### config.mk
export PLATFORM = sky130hd
export DESIGN_NAME = mul_temporal_ctrl_flat
export DESIGN_NICKNAME = d
export VERILOG_FILES = /design/src/rtl/mul_temporal_ctrl_if.sv /design/src/rtl/mul_temporal_ctrl.sv /design/src/flat_wrapper.sv
export SDC_FILE = /design/constraint.sdc
export NUM_CORES = 1
export LEC_CHECK = 0
export ABC_AREA = 1
export CORE_MARGIN = 2
export CORE_UTILIZATION = 49
export DETAILED_ROUTE_END_ITERATION = 12
export PLACE_DENSITY = 0.76
export SETUP_SLACK_MARGIN = 0.4
export SLEW_MARGIN = 5
export SYNTH_ARGS = -nofsm -noshare
export SYNTH_HDL_FRONTEND = slang
export SYNTH_SLANG_ARGS = --single-unit
### constraint.sdc
create_clock -name clk -period 1.85 [get_ports clk]
set_input_delay 0.185 -clock clk [delete_from_list [all_inputs] [get_ports clk]]
set_output_delay 0.185 -clock clk [all_outputs]
set_load 0.01 [all_outputs]
### src/rtl/mul_temporal_ctrl_if.sv
//==============================================================================
// Module      : mul_temporal_ctrl_if
// Description : Operand, PE-row and completion signals of mul_temporal_ctrl.
// Revision    : 1.0 - initial release
//==============================================================================
`default_nettype none

interface mul_temporal_ctrl_if #(
    parameter int WIDTH = 16,
    parameter int LW    = 4
);
    logic             i_valid;
    logic             o_ready;
    logic [WIDTH-1:0] i_data_x;
    logic [WIDTH-1:0] i_data_w;
    logic [LW-1:0]    i_len_log2;
    logic             o_bit_i;
    logic [WIDTH-2:0] o_randW;
    logic [WIDTH-2:0] o_data_w;
    logic             o_sign;
    logic             o_bit_vld;
    logic             o_first;
    logic             o_last;
    logic             o_done_vld;
    logic             i_done_rdy;
    logic             o_busy;

    modport master (
        output i_valid, i_data_x, i_data_w, i_len_log2, i_done_rdy,
        input  o_ready, o_bit_i, o_randW, o_data_w, o_sign, o_bit_vld,
               o_first, o_last, o_done_vld, o_busy
    );

    modport slave (
        input  i_valid, i_data_x, i_data_w, i_len_log2, i_done_rdy,
        output o_ready, o_bit_i, o_randW, o_data_w, o_sign, o_bit_vld,
               o_first, o_last, o_done_vld, o_busy
    );
endinterface

`default_nettype wire

### src/rtl/mul_temporal_ctrl.sv
//==============================================================================
// Module      : mul_temporal_ctrl
// Description : Sequencer for a row of unary-temporal multiply PEs. Optional
//               MUL_TEMPORAL_ZERO_SKIP_EN skips the run for zero operands.
// Revision    : 1.0 - initial release
//==============================================================================
`default_nettype none

module mul_temporal_ctrl #(
    parameter int WIDTH = 16,
    parameter int LW    = 4
) (
    input  wire logic          clk,
    input  wire logic          rst,
    mul_temporal_ctrl_if.slave bus
);
    localparam int MW = WIDTH - 1;

    typedef enum logic [1:0] {
        S_IDLE = 2'd0,
        S_RUN  = 2'd1,
        S_DONE = 2'd2
    } state_t;

    state_t           r_state;
    state_t           w_state_nxt;
    logic [WIDTH-1:0] r_k;
    logic [WIDTH-1:0] w_k_nxt;
    logic [WIDTH-1:0] w_k_inc;
    logic [WIDTH-1:0] r_n;
    logic [WIDTH-1:0] w_n_in;
    logic [LW-1:0]    w_l_in;
    logic [LW-1:0]    w_shift;
    logic [MW-1:0]    w_mx_in;
    logic [MW-1:0]    r_mx;
    logic [MW-1:0]    w_k_inc_rev;
    logic [MW-1:0]    r_data_w;
    logic             r_sign;
    logic             w_accept;

    logic [MW-1:0]    r_randW;
    logic [MW-1:0]    w_randW_nxt;
    logic             r_bit_i;
    logic             w_bit_nxt;
    logic             r_bit_vld;
    logic             w_vld_nxt;
    logic             r_first;
    logic             w_first_nxt;
    logic             r_last;
    logic             w_last_nxt;
    logic             r_ready;
    logic             r_busy;
    logic             r_done;

    // Run length clamped to 1..MW so the shift and N stay in range.
    always_comb begin
        if (bus.i_len_log2 == '0) begin
            w_l_in = LW'(1);
        end else if (bus.i_len_log2 > LW'(MW)) begin
            w_l_in = LW'(MW);
        end else begin
            w_l_in = bus.i_len_log2;
        end
    end

    assign w_shift  = LW'(MW) - w_l_in;
    assign w_n_in   = WIDTH'(1) << w_l_in;
    assign w_mx_in  = bus.i_data_x[MW-1:0] >> w_shift;
    assign w_k_inc  = r_k + WIDTH'(1);
    assign w_accept = (r_state == S_IDLE) && r_ready && bus.i_valid;

    generate
        for (genvar gi = 0; gi < MW; gi++) begin : g_bitrev
            assign w_k_inc_rev[gi] = w_k_inc[MW-1-gi];
        end
    endgenerate

    // Outputs are computed for the cycle after the edge and then registered.
    always_comb begin
        w_state_nxt = r_state;
        w_k_nxt     = r_k;
        w_randW_nxt = '0;
        w_bit_nxt   = 1'b0;
        w_vld_nxt   = 1'b0;
        w_first_nxt = 1'b0;
        w_last_nxt  = 1'b0;
        case (r_state)
            S_IDLE: begin
                if (w_accept) begin
                    w_k_nxt     = '0;
                    w_state_nxt = S_RUN;
`ifdef MUL_TEMPORAL_ZERO_SKIP_EN
                    if ((w_mx_in == '0) || (bus.i_data_w[MW-1:0] == '0)) begin
                        w_state_nxt = S_DONE;
                    end
`endif
                end
            end
            S_RUN: begin
                if (r_k == r_n) begin
                    w_state_nxt = S_DONE;
                end else begin
                    w_k_nxt     = w_k_inc;
                    w_vld_nxt   = 1'b1;
                    w_bit_nxt   = (r_k < {1'b0, r_mx});
                    w_first_nxt = (r_k == '0);
                    w_last_nxt  = (w_k_inc == r_n);
                    w_randW_nxt = (w_k_inc == r_n) ? '0 : w_k_inc_rev;
                end
            end
            S_DONE: begin
                if (bus.i_done_rdy) begin
                    w_state_nxt = S_IDLE;
                end
            end
            default: begin
                w_state_nxt = S_IDLE;
            end
        endcase
    end

    always_ff @(posedge clk) begin
        if (rst) begin
            r_state   <= S_IDLE;
            r_k       <= '0;
            r_n       <= '0;
            r_mx      <= '0;
            r_data_w  <= '0;
            r_sign    <= 1'b0;
            r_randW   <= '0;
            r_bit_i   <= 1'b0;
            r_bit_vld <= 1'b0;
            r_first   <= 1'b0;
            r_last    <= 1'b0;
            r_ready   <= 1'b0;
            r_busy    <= 1'b0;
            r_done    <= 1'b0;
        end else begin
            r_state   <= w_state_nxt;
            r_k       <= w_k_nxt;
            r_randW   <= w_randW_nxt;
            r_bit_i   <= w_bit_nxt;
            r_bit_vld <= w_vld_nxt;
            r_first   <= w_first_nxt;
            r_last    <= w_last_nxt;
            r_ready   <= (w_state_nxt == S_IDLE);
            r_busy    <= (w_state_nxt != S_IDLE);
            r_done    <= (w_state_nxt == S_DONE);
            if (w_accept) begin
                r_n      <= w_n_in;
                r_mx     <= w_mx_in;
                r_data_w <= bus.i_data_w[MW-1:0];
                r_sign   <= bus.i_data_x[MW] ^ bus.i_data_w[MW];
            end
        end
    end

    assign bus.o_ready    = r_ready;
    assign bus.o_busy     = r_busy;
    assign bus.o_done_vld = r_done;
    assign bus.o_randW    = r_randW;
    assign bus.o_bit_i    = r_bit_i;
    assign bus.o_bit_vld  = r_bit_vld;
    assign bus.o_first    = r_first;
    assign bus.o_last     = r_last;
    assign bus.o_data_w   = r_data_w;
    assign bus.o_sign     = r_sign;

endmodule

`default_nettype wire

### src/flat_wrapper.sv
// flat-port wrapper written by rule: the top's interface ports become plain ports
module mul_temporal_ctrl_flat 
#(
    parameter int WIDTH = 16,
    parameter int LW    = 4
)
  (clk, rst, bus_i_valid, bus_i_data_x, bus_i_data_w, bus_i_len_log2, bus_i_done_rdy, bus_o_ready, bus_o_bit_i, bus_o_randW, bus_o_data_w, bus_o_sign, bus_o_bit_vld, bus_o_first, bus_o_last, bus_o_done_vld, bus_o_busy);
  mul_temporal_ctrl_if #(.WIDTH(WIDTH), .LW(LW)) bus_i ();
  input  wire logic clk;
  input  wire logic rst;
  input wire logic [$bits(bus_i.i_valid)-1:0] bus_i_valid;
  input wire logic [$bits(bus_i.i_data_x)-1:0] bus_i_data_x;
  input wire logic [$bits(bus_i.i_data_w)-1:0] bus_i_data_w;
  input wire logic [$bits(bus_i.i_len_log2)-1:0] bus_i_len_log2;
  input wire logic [$bits(bus_i.i_done_rdy)-1:0] bus_i_done_rdy;
  output wire logic [$bits(bus_i.o_ready)-1:0] bus_o_ready;
  output wire logic [$bits(bus_i.o_bit_i)-1:0] bus_o_bit_i;
  output wire logic [$bits(bus_i.o_randW)-1:0] bus_o_randW;
  output wire logic [$bits(bus_i.o_data_w)-1:0] bus_o_data_w;
  output wire logic [$bits(bus_i.o_sign)-1:0] bus_o_sign;
  output wire logic [$bits(bus_i.o_bit_vld)-1:0] bus_o_bit_vld;
  output wire logic [$bits(bus_i.o_first)-1:0] bus_o_first;
  output wire logic [$bits(bus_i.o_last)-1:0] bus_o_last;
  output wire logic [$bits(bus_i.o_done_vld)-1:0] bus_o_done_vld;
  output wire logic [$bits(bus_i.o_busy)-1:0] bus_o_busy;
  assign bus_i.i_valid = bus_i_valid;
  assign bus_i.i_data_x = bus_i_data_x;
  assign bus_i.i_data_w = bus_i_data_w;
  assign bus_i.i_len_log2 = bus_i_len_log2;
  assign bus_i.i_done_rdy = bus_i_done_rdy;
  assign bus_o_ready = bus_i.o_ready;
  assign bus_o_bit_i = bus_i.o_bit_i;
  assign bus_o_randW = bus_i.o_randW;
  assign bus_o_data_w = bus_i.o_data_w;
  assign bus_o_sign = bus_i.o_sign;
  assign bus_o_bit_vld = bus_i.o_bit_vld;
  assign bus_o_first = bus_i.o_first;
  assign bus_o_last = bus_i.o_last;
  assign bus_o_done_vld = bus_i.o_done_vld;
  assign bus_o_busy = bus_i.o_busy;
  mul_temporal_ctrl #(.WIDTH(WIDTH), .LW(LW)) u_core (.clk(clk), .rst(rst), .bus(bus_i));
endmodule
-- Word level (Yosys, flattened, before mapping)
Index checks and enable logic that the tools add are counted.
- flip-flop bits (word level): 87
- input port bits: 40
- output and inout bits: 38
- logic and storage cells: 51
- $add $sub $neg: 2
- magnitude comparators: 2
- eq/ne operators: 7
- shift-type cells: 2
- muxes and demuxes: 10
- bitwise operators: 2
- reductions and logical operators: 12
- operator list (kind ; count):
    equality test 16 bit ; 2
    2-to-1 mux 16 bit ; 2
    one-hot mux 16 bit (2 select lines) ; 1
    adder 16 x 1 -> 16 bit, second input constant ; 1
    zero test 16 bit ; 1
    < comparator 16 x 15 -> 1 bit ; 1
    left shift 1 x 4 -> 16 bit, first input constant ; 1
    >> shifter 15 x 4 -> 15 bit ; 1
    2-to-1 mux 4 bit ; 2
    2-to-1 mux 2 bit ; 3
    one-hot mux 2 bit (3 select lines) ; 1
    equality test 2 bit, second input constant ; 2
    greater-than comparator 4 bit, second input constant ; 1
    zero test 2 bit ; 2
    zero test 4 bit ; 1
    nonzero test 2 bit ; 2
    OR reduction 4 bit ; 1
    subtractor 4 bit, first input constant ; 1
    AND reduction 3 bit ; 1
    OR reduction 3 bit ; 1
    equality test 2 x 1 -> 1 bit, second input constant ; 1
    logical AND 1 bit ; 2
    inequality test 2 x 1 -> 1 bit, second input constant ; 1
    inequality test 2 bit, second input constant ; 1
    4 further kinds ; 4

-- Depth between registers and ports, before layout
- word-level depth: 6
- depth in mapped cells: 14
- gate-level depth less buffers: 13

-- Worst setup path before layout
Ideal clock, no wire load.
- kind: register to register
- start point: register u_core.r_k[1]
- end point: register u_core.r_randW[8] (netlist: u_core.bus.o_randW[8])
- library setup time: 0.120 ns
- data arrival time: 1.724 ns
- data required time: 1.730 ns
- path slack: 0.006 ns
- cell stages (with the launch flop): 14
- path buffers: 1
- clock period less this slack: 1.844 ns
- cell sequence: dfxtp_1 > ha_1 > nand3_1 > nor2_2 > nand2_1 > nand2_1 > nand2_1 > nor2_1 > nand2_1 > nor2_1 > nand2_2 > nand2_4 > buf_6 > nor2_2
- cells in the longest elaborated chain, start to end: 3
- elaborated cells between the ends (all ways): 4
- those cells by class: 1 x add/sub; 2 x eq/ne; 1 x reduce/logical
- ends and longest elaborated chain (what ; RTL line ; text):
    from (decl) ; mul_temporal_ctrl.sv:27 ; logic [WIDTH-1:0] r_k;
    from (signal assigned) ; mul_temporal_ctrl.sv:140 ; r_k <= w_k_nxt;
    adder 16 x 1 -> 16 bit ; mul_temporal_ctrl.sv:69 ; assign w_k_inc = r_k + WIDTH'(1);
    equality test 16 bit ; mul_temporal_ctrl.sv:108 ; w_randW_nxt = (w_k_inc == r_n) ? '0 : w_k_inc_rev;
    OR reduction 4 bit (no source line) ; - ;
    to (signal assigned) ; mul_temporal_ctrl.sv:141 ; r_randW <= w_randW_nxt;
    to (decl) ; mul_temporal_ctrl.sv:41 ; logic [MW-1:0] r_randW;
Several ways; a longest one is shown, not always the timed one.
A chain may end at the register's enable or synchronous reset.

-- Final worst setup path
- start point: register u_core.r_k[3]
- end point: register u_core.r_k[7]
- cells in the longest elaborated chain, start to end: 3
- elaborated cells between the ends (all ways): 6
- those cells by class: 1 x add/sub; 2 x eq/ne; 2 x mux; 1 x reduce/logical
- ends and longest elaborated chain (what ; RTL line):
    adder 16 x 1 -> 16 bit / equality test 16 bit (equally long branches) ; mul_temporal_ctrl.sv:69, mul_temporal_ctrl.sv:100
    2-to-1 mux 16 bit / inequality test 2 bit (equally long branches) ; -
    one-hot mux 16 bit (2 select lines) / AND reduction 3 bit (equally long branches) ; -
Several ways; a longest one is shown, not always the timed one. The select of a mux whose other input is x is not followed.

==> results.txt <==
Post-synth EDFFs - 0
Core Box Area - 9640 sq um
Net Sw Frac - 29.9%
Diode count - 0
Pin count of the biggest net entering global routing - 36
Synthesized area - 4780 sq um
Synth area leaders - dfxtp_1, nand2_1, nor2_1, nand3_1, inv_1
Final WS setup - -65.3 ps
Drt via density - 5.34
Clock power frac - 31.1%
Critical Path RT - 2110 ps
Final Slew Violations - 0
CP peak stage delay - 400 ps
Critical Path AT - 2180 ps
Number of global-route vias before repair - 4746
Synth unique cells - 39
Die X - 103 um
Synth warn - 0
Post-synthesis simple-gate area fraction - 35.3%
Worst Clk Skew - 10.5 ps
DRT iter0 DRCs - 340
Startpoint Class - register
Area leader, netlist - dfxtp_1
Post-synthesis mux area share - 0%
Crit-path slowest cell - dfxtp_4
Nets - 921
Total CTS buffers - 9
Area share of the largest cell type after synthesis - 36.4%
Reg power frac - 42.4%
Leakage - 3.53 nW
ANT nets after route - 0
Port bufs - 77
Initial DRT Pass Iterations - 5
Synth Area in Compound Gates - 10.0%
Final Util - 77.1%
Maximum clock path buffer count - 2
HPWL Detailed - 10200 um
Worst slew pin tran - 489 ps
Post-synthesis sequential area ratio - 36.4%
Routability cong. - 0.949
Seq cells post-synth - 87
First-pass GRT wire length - 22200 um
Status - complete, but fails checks
Layout area overhead - 55.4%
Avg Cell Area, Syn - 6.64 sq um
Critical path capture point type - register
Post-Synthesis Cells - 720
Drc violations - 0
Die ar. - 10600 sq um
Worst Hold Class - input pin to register
# setup viols final - 32
Fin crit period - 1920 ps
Die Span Y - 103 um
Placement Rows - 36
CP Class - register to register
Initial antenna violation count - 0
Routed wire length - 15800 um
Clock Latency Late Sink - 380 ps
Htree depth - 3
Avg WL per Cell - 15.8 um
Share of cells above drive strength 1 - 30.2%
Starting density of the core - 49.6%
CTS clk-pin slew, worst paths - 90 ps
CP Max Fanout - 6
Fmax - 522 MHz
Gate power share - 26.6%
Total track usage - 26.7%
Main combinational cell family by area after synthesis - simple AND/OR/NAND/NOR gates
Async SR Flop Fraction - 0%
I/O pin count - 78
Max-cap viol count - 0
Hold Fails Final Rpt - 0
Total gr overflow - 0
Clk Tree Root Cell - clkbuf_8
Clk sinks - 87
Vias - 5355
Final period utilization - 104%
RSZ-0062 raised after global routing - yes
Place WS - -79.0 ps
Post-Synth XOR/XNOR Area - 4.58%
CTS tree - done
Reg2Reg Setup Slack - -70 ps
Failing checks - setup timing
Switch Pwr - 0.00142 W
Ys flop type - dfxtp_1
Slew HR - 67.1%
Internal power - 0.00332 W
Peak VDD IR - 353 uV
Syn Nets - 776
PD cells - 637 nW/um^2
Adder-Cell Fraction of Synth Area - 4.19%
Crit path cell chain - buf_4 > nand2_1 > nand2_2 > nand4_1 > nor2_1 > nand2_2 > nand2_4 > nand2_4 > buf_12 > buf_8 > nand3b_1 > nand2_1
## worst paths after layout
path                                         from             end  cells past startpoint
worst max register to register      u_core.r_k[3]   u_core.r_k[7]                     12
worst min register to register     u_core.r_mx[9]  u_core.r_mx[9]                      2
worst max-delay path                u_core.r_k[3]   u_core.r_k[7]                     12
worst min-delay path            bus_i_len_log2[3]  u_core.r_mx[5]                      6
## Yosys cell counts, types with 2 or more instances
master    instances
nor3_1            7
nand4_1           7
ha_1             16
dfxtp_1          87
o211ai_1          5
inv_1            79
nand2_2           5
xor2_1           19
a21oi_1          34
nand2_1         191
clkbuf_2          2
nor2_2           15
buf_2             8
xnor2_1           6
a211oi_1          2
nor4_1            2
a22oi_1           9
buf_4             2
a31oi_1           2
clkbuf_1         11
buf_6             2
nor2_4            2
inv_2             2
nand3_1          65
o21ai_0          28
nor2_1           95
buf_1             4
clkinv_1          2
## sequential cells by signal, indices dropped and copies added, names as in the netlist, 2 cells and up
name and flops:
u_core.r_k 16, u_core.bus.o_randW 15, u_core.r_mx 15, u_core.bus.o_data_w 15, u_core.r_n 16, u_core.r_state 2
## what timing repair did
| item | CTS | global route |
|---|---|---|
| hold endpoints to repair | 0 | 0 |
| resized for setup | 35 | 179 |
| endpoints found under the setup margin | 60 | 86 |
| pin swaps | 20 | 59 |
| hold buffers | 0 | 0 |
| buffers inserted | 11 | 18 |
| cloned | 1 | 5 |
## power by group through the flow
| stage | Clock [W] | Sequential, W | Combinational [W] |
|---|---|---|---|
| final | 0.00147 | 0.00201 | 0.00126 |
| after global routing | 0.00153 | 0.00202 | 0.00134 |
| after CTS | 0.00145 | 0.00201 | 0.000925 |
| after detailed placement | 0 | 0.00205 | 0.000859 |
| after global placement | 0 | 0.00205 | 0.000849 |
| after floorplan | 0 | 0.00206 | 0.000455 |
## per-stage QoR
stage | area (sq um) | TNS [ps] | total power [W] | std cells | hold WS, ps
after global placement | 6110 | -197 | 0.00289 | 952 | 456
after CTS | 6550 | 0 | 0.00439 | 980 | 391
after floorplan | 4970 | 0 | 0.00252 | 720 | 320
final | 7430 | -1230 | 0.00473 | 1003 | 340
after global routing | 7430 | -3970 | 0.00488 | 1003 | 367
after detailed placement | 6110 | -241 | 0.00291 | 952 | 457
## area by class of cell
type                    instances  area [sq um]
fillers                       669          2210
repair buffers                161          1690
inverters                      83           338
multi-input cells             522          3230
clock inverters                 2          35.0
flip-flops and latches         87          1790
repair inverters                1          5.00
clock buffers                  14           184
well taps                     133           166
## layout by cell type (no fill, tap or decap), types with 8 or more instances in the layout
cell / synthesis / routed
a21oi_1: 34 / 20
a21oi_2: 0 / 14
a22oi_2: 0 / 9
buf_4: 2 / 54
buf_6: 2 / 17
clkbuf_8: 0 / 11
clkdlybuf4s50_1: 0 / 56
dfxtp_1: 87 / 70
dfxtp_2: 0 / 8
dfxtp_4: 0 / 9
dlymetal6s2s_1: 0 / 20
ha_1: 16 / 14
inv_1: 79 / 65
inv_2: 2 / 12
nand2_1: 191 / 152
nand2_2: 5 / 23
nand2_4: 1 / 21
nand3_1: 65 / 54
nor2_1: 95 / 80
nor2_2: 15 / 21
nor2_4: 2 / 11
o21ai_0: 28 / 26
xor2_1: 19 / 12
## worst max-delay path: cells and delay by family (launching register included)
family	cells	cell delay, ps
and+or+nand+nor	9	1000
DFF	1	400
buffers and inverters	3	390
## metal layers
metal	vias to the layer above	wire, um	part of all wire (%)	GRT usage, %
met4	0	546	3.4	10.8
met1	2470	6270	40	34.3
met2	253	8000	51	45.6
met3	54	1010	6.4	3.46
li1	2578	-	-	-
met5	-	0	0	0
## cell families (layout without fill, tap and decap cells)
group | count (synthesis) | in the layout
and+or+nand+nor | 395 | 396
adders and majority gates | 16 | 16
AOI/OAI and AO/OA | 85 | 85
xor gates and xnor gates | 25 | 25
DFF | 87 | 87
buffers and inverters | 112 | 261
(Power assumes the default switching activity.)
